### config.mk
export PLATFORM = sky130hd
export DESIGN_NAME = msrv32_lsu_bus_ctrl
export DESIGN_NICKNAME = d
export VERILOG_FILES = /design/src/rtl/msrv32_lsu_bus_ctrl.sv
export SDC_FILE = /design/constraint.sdc
export NUM_CORES = 1
export LEC_CHECK = 0
export CAP_MARGIN = 5
export CORE_MARGIN = 1
export CORE_UTILIZATION = 30
export DETAILED_ROUTE_END_ITERATION = 7
export PLACE_DENSITY = 0.58
export SYNTH_ARGS = -nofsm -noshare
export SYNTH_HDL_FRONTEND = slang
export SYNTH_SLANG_ARGS = --single-unit
export TNS_END_PERCENT = 5
### constraint.sdc
create_clock -name clk_in -period 1.7 [get_ports clk_in]
set_clock_uncertainty 0.1 [all_clocks]
set_input_delay 0.17 -clock clk_in [delete_from_list [all_inputs] [get_ports clk_in]]
set_output_delay 0.17 -clock clk_in [all_outputs]
set_load 0.01 [all_outputs]
### src/rtl/msrv32_lsu_bus_ctrl.sv
// Data-memory bus controller: one req/ack transaction per load/store, pipeline stall,
// load sign/zero extension, store lane replication, misalignment and bus-error flags.
module msrv32_lsu_bus_ctrl #(
  parameter int unsigned TIMEOUT_CYCLES = 16
) (
  input  logic        clk_in,
  input  logic        reset_n_in,
  input  logic        mem_rd_req_in,
  input  logic        mem_wr_req_in,
  input  logic [1:0]  load_size_in,
  input  logic        load_unsigned_in,
  input  logic [31:0] addr_in,
  input  logic [31:0] store_data_in,
  input  logic        dbus_ack_in,
  input  logic        dbus_err_in,
  input  logic [31:0] dbus_rdata_in,
  output logic [31:0] dbus_addr_out,
  output logic [31:0] dbus_wdata_out,
  output logic [3:0]  dbus_wr_mask_out,
  output logic        dbus_rd_req_out,
  output logic        dbus_wr_req_out,
  output logic        stall_out,
  output logic [31:0] load_data_out,
  output logic        load_valid_out,
  output logic        misaligned_out,
  output logic        bus_err_out
);
  typedef enum logic [1:0] {IDLE, ACCESS, DONE} state_t;
  localparam logic [7:0] CNT_LAST = 8'(TIMEOUT_CYCLES - 1);

  state_t      state_q, state_d;
  logic [7:0]  cnt_q, cnt_d;
  logic [31:0] addr_q, addr_d, wdata_q, wdata_d, ldata_q, ldata_d;
  logic [3:0]  mask_q, mask_d;
  logic        rd_q, rd_d, wr_q, wr_d, valid_q, valid_d, err_q, err_d, uns_q, uns_d;
  logic [1:0]  size_q, size_d, off_q, off_d;

  logic        req, mis;
  logic [31:0] wfmt, lfmt;
  logic [3:0]  mfmt;
  logic [7:0]  lb;
  logic [15:0] lh;

  always_comb begin
    req = mem_rd_req_in | mem_wr_req_in;
    mis = ((load_size_in == 2'b01) & addr_in[0]) | (load_size_in[1] & (|addr_in[1:0]));
    case (load_size_in)
      2'b00: begin
        wfmt = {4{store_data_in[7:0]}};
        mfmt = 4'b0001 << addr_in[1:0];
      end
      2'b01: begin
        wfmt = {2{store_data_in[15:0]}};
        mfmt = 4'b0011 << {addr_in[1], 1'b0};
      end
      default: begin
        wfmt = store_data_in;
        mfmt = 4'b1111;
      end
    endcase
    if (!mem_wr_req_in) mfmt = 4'b0000;
    // Offset/size/sign are latched at acceptance so formatting does not depend on upstream.
    lb = dbus_rdata_in[{off_q, 3'b000} +: 8];
    lh = off_q[1] ? dbus_rdata_in[31:16] : dbus_rdata_in[15:0];
    case (size_q)
      2'b00:   lfmt = {{24{~uns_q & lb[7]}}, lb};
      2'b01:   lfmt = {{16{~uns_q & lh[15]}}, lh};
      default: lfmt = dbus_rdata_in;
    endcase
  end

  always_comb begin
    state_d = state_q;
    cnt_d   = cnt_q;
    addr_d  = addr_q;
    wdata_d = wdata_q;
    mask_d  = mask_q;
    ldata_d = ldata_q;
    rd_d    = rd_q;
    wr_d    = wr_q;
    size_d  = size_q;
    off_d   = off_q;
    uns_d   = uns_q;
    valid_d = 1'b0;
    err_d   = 1'b0;
    case (state_q)
      IDLE: if (req && !mis) begin
        state_d = ACCESS;
        cnt_d   = 8'd0;
        addr_d  = {addr_in[31:2], 2'b00};
        wdata_d = wfmt;
        mask_d  = mfmt;
        wr_d    = mem_wr_req_in;
        rd_d    = ~mem_wr_req_in;
        size_d  = load_size_in;
        off_d   = addr_in[1:0];
        uns_d   = load_unsigned_in;
      end
      ACCESS: begin
        if (dbus_ack_in) begin
          state_d = DONE;
          rd_d    = 1'b0;
          wr_d    = 1'b0;
          err_d   = dbus_err_in;
          if (rd_q && !dbus_err_in) begin
            ldata_d = lfmt;
            valid_d = 1'b1;
          end
        end else if (cnt_q == CNT_LAST) begin
          state_d = DONE;
          rd_d    = 1'b0;
          wr_d    = 1'b0;
          err_d   = 1'b1;
        end else begin
          cnt_d = cnt_q + 8'd1;
        end
      end
      DONE:    state_d = IDLE;
      default: state_d = IDLE;
    endcase
  end

  always_ff @(posedge clk_in or negedge reset_n_in) begin
    if (!reset_n_in) begin
      state_q <= IDLE;
      cnt_q   <= '0;
      addr_q  <= '0;
      wdata_q <= '0;
      mask_q  <= '0;
      ldata_q <= '0;
      rd_q    <= 1'b0;
      wr_q    <= 1'b0;
      size_q  <= '0;
      off_q   <= '0;
      uns_q   <= 1'b0;
      valid_q <= 1'b0;
      err_q   <= 1'b0;
    end else begin
      state_q <= state_d;
      cnt_q   <= cnt_d;
      addr_q  <= addr_d;
      wdata_q <= wdata_d;
      mask_q  <= mask_d;
      ldata_q <= ldata_d;
      rd_q    <= rd_d;
      wr_q    <= wr_d;
      size_q  <= size_d;
      off_q   <= off_d;
      uns_q   <= uns_d;
      valid_q <= valid_d;
      err_q   <= err_d;
    end
  end

  // Combinational flags are gated by reset so every output reads 0 while reset is held.
  assign stall_out        = reset_n_in & (((state_q == IDLE) & req & ~mis) | (state_q == ACCESS));
  assign misaligned_out   = reset_n_in & (state_q == IDLE) & req & mis;
  assign dbus_addr_out    = addr_q;
  assign dbus_wdata_out   = wdata_q;
  assign dbus_wr_mask_out = mask_q;
  assign dbus_rd_req_out  = rd_q;
  assign dbus_wr_req_out  = wr_q;
  assign load_data_out    = ldata_q;
  assign load_valid_out   = valid_q;
  assign bus_err_out      = err_q;
endmodule

==> results of run 1 <==
-- metrics by stage --
| stage | hold slack, ps | utilization |
|---|---|---|
| 3_3_place_gp | 271 | 0.462 |
| 6_report | 178 | 0.507 |
| 5_1_grt | 177 | 0.507 |
| 2_1_floorplan | -226 | - |
| 3_5_place_dp | 276 | 0.462 |
| 4_1_cts | 159 | 0.502 |
-- per-layer routing --
layer,track usage,up-vias
met5,0,-
met4,0.0712,0
met3,0.0778,18
met2,0.299,217
met1,0.234,2435
li1,-,2444
-- flip-flops by register name, summed over array words and instances (netlist names) --
register,cells
dbus_wdata_out,32
load_data_out,32
dbus_addr_out,30
cnt_q,8
dbus_wr_mask_out,4
off_q,2
size_q,2
state_q,2
bus_err_out,1
dbus_rd_req_out,1
dbus_wr_req_out,1
load_valid_out,1
uns_q,1
-- cell type report --
cell class	count	area, sq um
inverters	12	45.0
repair buffers	258	2550
fillers	1590	8560
well taps	225	282
flip-flops and latches	117	2930
multi-input cells	423	2320
clock inverters	13	219
clock buffers	19	453
-- placed cells by master (no fill, tap or decap), types with 4 or more instances in the layout --
master	netlist	routed
nand3_1	4	4
clkinv_4	0	4
buf_12	0	6
a221oi_1	8	8
o21ai_1	0	6
dfrtp_1	117	117
clkbuf_16	0	17
nor3_1	4	4
nor2_1	36	36
or3_1	7	4
buf_4	2	42
nand2b_1	8	8
a21oi_2	0	4
mux2i_1	32	32
inv_1	12	11
o21ai_0	48	42
nand2_1	193	191
a21o_1	9	9
bufinv_16	0	5
a21oi_1	35	30
clkdlybuf4s50_1	0	205
-- how the worst min path moves through the flow --
stage / cells after the start / from / end / slack (ps)
floorplan: 0 / reset_n_in / bus_err_out$_DFF_PN0_ / -230
global placement: 2 / reset_n_in / state_q[0]$_DFFE_PN0P_ / 270
detailed placement: 2 / reset_n_in / state_q[0]$_DFFE_PN0P_ / 280
CTS: 3 / addr_in[27] / dbus_addr_out[27]$_DFFE_PN0P_ / 160
global route: 3 / addr_in[8] / dbus_addr_out[8]$_DFFE_PN0P_ / 180
finish: 3 / addr_in[27] / dbus_addr_out[27]$_DFFE_PN0P_ / 180
-- power groups by stage --
stage / Combinational (W) / Clock [W] / Sequential (W)
after floorplan: 0.00185 / 0 / 0.00513
after global placement: 0.00579 / 0 / 0.00463
after detailed placement: 0.00589 / 0 / 0.00467
after CTS: 0.00594 / 0.00416 / 0.00466
after global routing: 0.00648 / 0.00429 / 0.00481
final: 0.00597 / 0.00407 / 0.00465
-- kinds of logic after synthesis --
| group | Yosys count | synth area share |
|---|---|---|
| compound gates | 116 | 0.131 |
| simple gates | 263 | 0.201 |
| flops | 117 | 0.547 |
| xor+xnor | 5 | 0.00818 |
| buf+inv | 50 | 0.0397 |
| mux | 36 | 0.0703 |
| fa+ha+maj | 1 | 0.00234 |
| other cells | 1 | 0.000700 |
-- worst max-delay path, cell delays in order, from the launching register on --
cell and delay [ps]:
dfrtp_1 420, mux2_4 330, mux4_2 500, a21oi_4 170, buf_12 160, a21oi_1 80
-- what timing repair did --
item / 4_1_cts / 5_1_grt
hold buffers: 1 / 0
endpoints found under the setup margin: 37 / 90
pin swaps: 1 / 6
gates cloned: 0 / 0
endpoints found under the hold margin: 117 / 0
gates resized for setup: 15 / 24
==> flow_summary.toml, run 1 <==
[outcome]
status = "finished, violations left"
violations = "setup timing"

[power]
pwr-share-seq = 0.317
switching_share = 0.326
internal_power_w = 0.00990
design_power_total_w = 0.0147
p_comb_frac = 0.406
ir_worst_vdd_v = 0.000874
p_per_area_nw_per_um2 = 1670
p_clk_frac = 0.277
p_leak_nw = 4.03
p_switching_w = 0.00478

[routing]
drt_first_pass_iters = 5
routedWlPerCell_um = 16.2
wl_met1_um = 7300
drtIter0Drc = 257
highest_layer = "met4"
drcViolationCount = 0
drt-total-wl_um = 17300
vias = 5114
ant_nets = 0
dr_wl_met2_um = 8050
via_per_inst = 4.79
dr_wl_met3_um = 1700

[critical_path]
cp-startpoint = "off_q[0]$_DFFE_PN0P_"
reg2reg_to = "load_data_out[17]$_DFFE_PN0P_"
end_kind = "register"
r2r_start = "off_q[0]$_DFFE_PN0P_"
critPathRequiredTime_ps = 1900
critPathCapture = "load_data_out[17]$_DFFE_PN0P_"
cp_max_fo = 16
startpoint_type = "register"
path_class = "register to register"
r2r_slack_ps = -180
rr_worst_depth = 5
cp.arrival_ps = 2080

[synth]
synth_largest_area_cell = "dfrtp_1"
synthCells = 589
synth_most_common_cell = "nand2_1"
synth_top_area_share = 0.547
synth-seq-cells = 117
yosys-top-cells-count = "nand2_1 (193), dfrtp_1 (117), o21ai_0 (48), nor2_1 (36), a21oi_1 (35)"
synth_edf_count = 0
synth_warnings = 0
ys_seq_area_frac = 0.547
ys_dominant_reg_cell = "dfrtp_1"
ys_types = 48
syn_avg_cell_area_sq_um = 9.09
syn-cell-area_sq_um = 5350
synthArstFlopShare = 1.00
synthTopCellsByArea = "dfrtp_1 (55%), nand2_1 (14%), mux2i_1 (6.0%)"

[timing]
slew_violations = 0
fmax_mhz = 532
max-slew-margin-rel = 0.453
worst_pin_slew_ps = 820
fin_setup_tns_ps = -3550
finalHoldViolations = 0
grt_setup_unrepaired = "true"
fin_crit_ps = 1880
setup_ws_ps = -180
period_share = 1.11
finalSetupViolCount = 26

[grt]
grt_usage = 0.191
grt-ovfl-total = 0
grt_max_degree = 75
grt_pass1_wl_um = 26700
grt_antenna_before_repair = 0
grt_pass1_vias = 5052

[placement]
port_buffers = 208
dpl_cell_area_sq_um = 8020
gp_congestion = 0.862
pre_cts_slack_ps = -523
dp_cells = 1034
dp_hpwl_um = 12600

[clock_network]
cts_tree = "yes"
cts_root_buffer = "clkbuf_16"
cts_max_level = 4
cts_buffers = 17
cts_buffer_depth = 2
insertion_delay_ps = 420
clk_pin_slew_ps = 60
post-cts-setup-buffers = 0
numClockSinks = 117

[finish]
final_cells = 1067
final_nets = 935
fin_area_sq_um = 8800
antenna_cells = 0
drive_gt1_frac = 0.131
areaGrowthSynthToFinish_pct = 64.4

[floorplan]
row_count = 48
io_pins = 211
dieArea_sq_um = 18400
dieWidth_um = 136
die_y_um = 136
start_util = 0.308
core-area_sq_um = 17400

[hold_path]
hold_class = "input port to register"

[run]
maxCapViolCount = 0
Note: power is estimated with default switching activity, not from simulation.
==> run 2, diff against run 1 <==
--- a/config.mk
+++ b/config.mk
@@ -9,7 +9,8 @@
 export CORE_MARGIN = 1
 export CORE_UTILIZATION = 30
 export DETAILED_ROUTE_END_ITERATION = 7
-export PLACE_DENSITY = 0.58
+export DONT_BUFFER_PORTS = 1
+export PLACE_DENSITY = 0.42
 export SYNTH_ARGS = -nofsm -noshare
 export SYNTH_HDL_FRONTEND = slang
 export SYNTH_SLANG_ARGS = --single-unit
==> flow_summary.toml, run 2 (synthesis results as in run 1) <==
[power]
pwr-share-seq = 0.444
p_comb_frac = 0.227
p_per_area_nw_per_um2 = 1610
internal_power_w = 0.00789
switching_share = 0.356
p_clk_frac = 0.328
ir_worst_vdd_v = 0.000776
p_switching_w = 0.00435
p_leak_nw = 3.59

[critical_path]
cp_max_fo = 16
path_class = "register to register"
r2r_start = "off_q[0]$_DFFE_PN0P_"
critPathRequiredTime_ps = 1900
r2r_slack_ps = -160
reg2reg_to = "load_data_out[19]$_DFFE_PN0P_"
rr_worst_depth = 5
end_kind = "register"
startpoint_type = "register"
cp.arrival_ps = 2060

[routing]
ant_nets = 0
drt-total-wl_um = 16700
routedWlPerCell_um = 17.6
vias = 4599
via_per_inst = 4.84
drt_first_pass_iters = 4
drcViolationCount = 0
drtIter0Drc = 211

[grt]
grt_max_degree = 120
grt_pass1_vias = 4812
grt_antenna_before_repair = 0
grt_usage = 0.186
grt_pass1_wl_um = 26100
grt-ovfl-total = 0

[clock_network]
cts_max_level = 4
cts_buffers = 17
cts_buffer_depth = 2
clk_pin_slew_ps = 60
insertion_delay_ps = 410
numClockSinks = 117
cts_tree = "yes"
cts_root_buffer = "clkbuf_16"

[finish]
antenna_cells = 0
final_common_cell = "nand2_1"
final_nets = 819
multiInputGateArea_sq_um = 2260
areaGrowthSynthToFinish_pct = 41.6
drive_gt1_frac = 0.116
fillCellCount = 1678
final_util = 0.437
final_cell_mix = "nand2_1 (193), dfrtp_1 (117), dlygate4sd3_1 (103)"
seq_area_sq_um = 2930

[floorplan]
core-area_sq_um = 17400
dieArea_sq_um = 18400
start_util = 0.308
row_count = 48
dieWidth_um = 136
io_pins = 211
die_y_um = 136

[placement]
dp_hpwl_um = 10700
gp_congestion = 0.822
port_buffers = 0

[timing]
setup_ws_ps = -159
slew_violations = 0
grt_setup_unrepaired = "true"
period_share = 1.09
finalHoldViolations = 120
finalSetupViolCount = 26
fmax_mhz = 538
fin_setup_tns_ps = -3210
fin_crit_ps = 1860
hold_slack_ps = -657

[outcome]
violations = "hold timing, setup timing"
status = "finished, violations left"

[hold_path]
hold_class = "input port to asynchronous set/reset pin"

[run]
maxCapViolCount = 0
-- run 2: changes by cell type in the layout (fill, tap and decap cells not counted), moves of 4 or more --
| cell | change |
|---|---|
| dlygate4sd3_1 | +102 |
| a21oi_1 | +5 |
| a21oi_2 | -4 |
| clkdlybuf4s50_1 | -205 |
| buf_4 | -11 |
-- run 2: per-stage QoR --
stage | setup WS, ps | power, W | instances | instance area [sq um]
after floorplan | -125 | 0.00698 | 590 | 5370
after CTS | -148 | 0.0123 | 947 | 7530
final | -159 | 0.0122 | 951 | 7580
after global routing | -188 | 0.0130 | 951 | 7580
after global placement | -91.5 | 0.00790 | 808 | 5790
after detailed placement | -147 | 0.00799 | 808 | 5790
-- run 2: power groups by stage --
stage                     sequential, W  combinational, W  clock, W
after floorplan                 0.00513           0.00185         0
after global placement          0.00549           0.00241         0
after detailed placement        0.00550           0.00249         0
after CTS                       0.00547           0.00276   0.00411
after global routing            0.00560           0.00318   0.00423
final                           0.00544           0.00278   0.00402
-- run 2: timing repair --
action / 4_1_cts / 5_1_grt
endpoints found under the setup margin: 27 / 42
hold buffers: 105 / 1
buffers inserted: 2 / 3
gates resized for setup: 3 / 13
pin swaps: 1 / 1
endpoints found under the hold margin: 232 / 118
-- run 2: worst max-delay path: stages (launching register included) --
cell	delay [ps]
dfrtp_1	430
mux2_4	330
mux4_2	480
a21oi_4	160
buf_12	150
a21oi_1	70
-- run 2: final cells by class --
class,instances,area share
clock inverters,15,0.0302
clock buffers,17,0.0561
well taps,225,0.0371
multi-input cells,423,0.299
flip-flops and latches,117,0.386
repair buffers,142,0.186
inverters,12,0.00594
-- run 2: metal layers --
metal	vias to the layer above	GRT usage	part of all wire
met5	-	0	0
met4	0	0.0780	0.020
met3	25	0.0752	0.090
met2	164	0.297	0.47
met1	2199	0.221	0.42
li1	2211	-	-
-- run 2: how the worst max path moves through the flow --
stage / from / slack, ps / depth (start not counted) / endpoint
floorplan: off_q[0]$_DFFE_PN0P_ / -120 / 5 / load_data_out[21]$_DFFE_PN0P_
global placement: off_q[0]$_DFFE_PN0P_ / -90 / 5 / load_data_out[31]$_DFFE_PN0P_
detailed placement: off_q[0]$_DFFE_PN0P_ / -150 / 5 / load_data_out[19]$_DFFE_PN0P_
CTS: off_q[0]$_DFFE_PN0P_ / -150 / 5 / load_data_out[19]$_DFFE_PN0P_
global route: off_q[0]$_DFFE_PN0P_ / -190 / 5 / load_data_out[20]$_DFFE_PN0P_
finish: off_q[0]$_DFFE_PN0P_ / -160 / 5 / load_data_out[19]$_DFFE_PN0P_
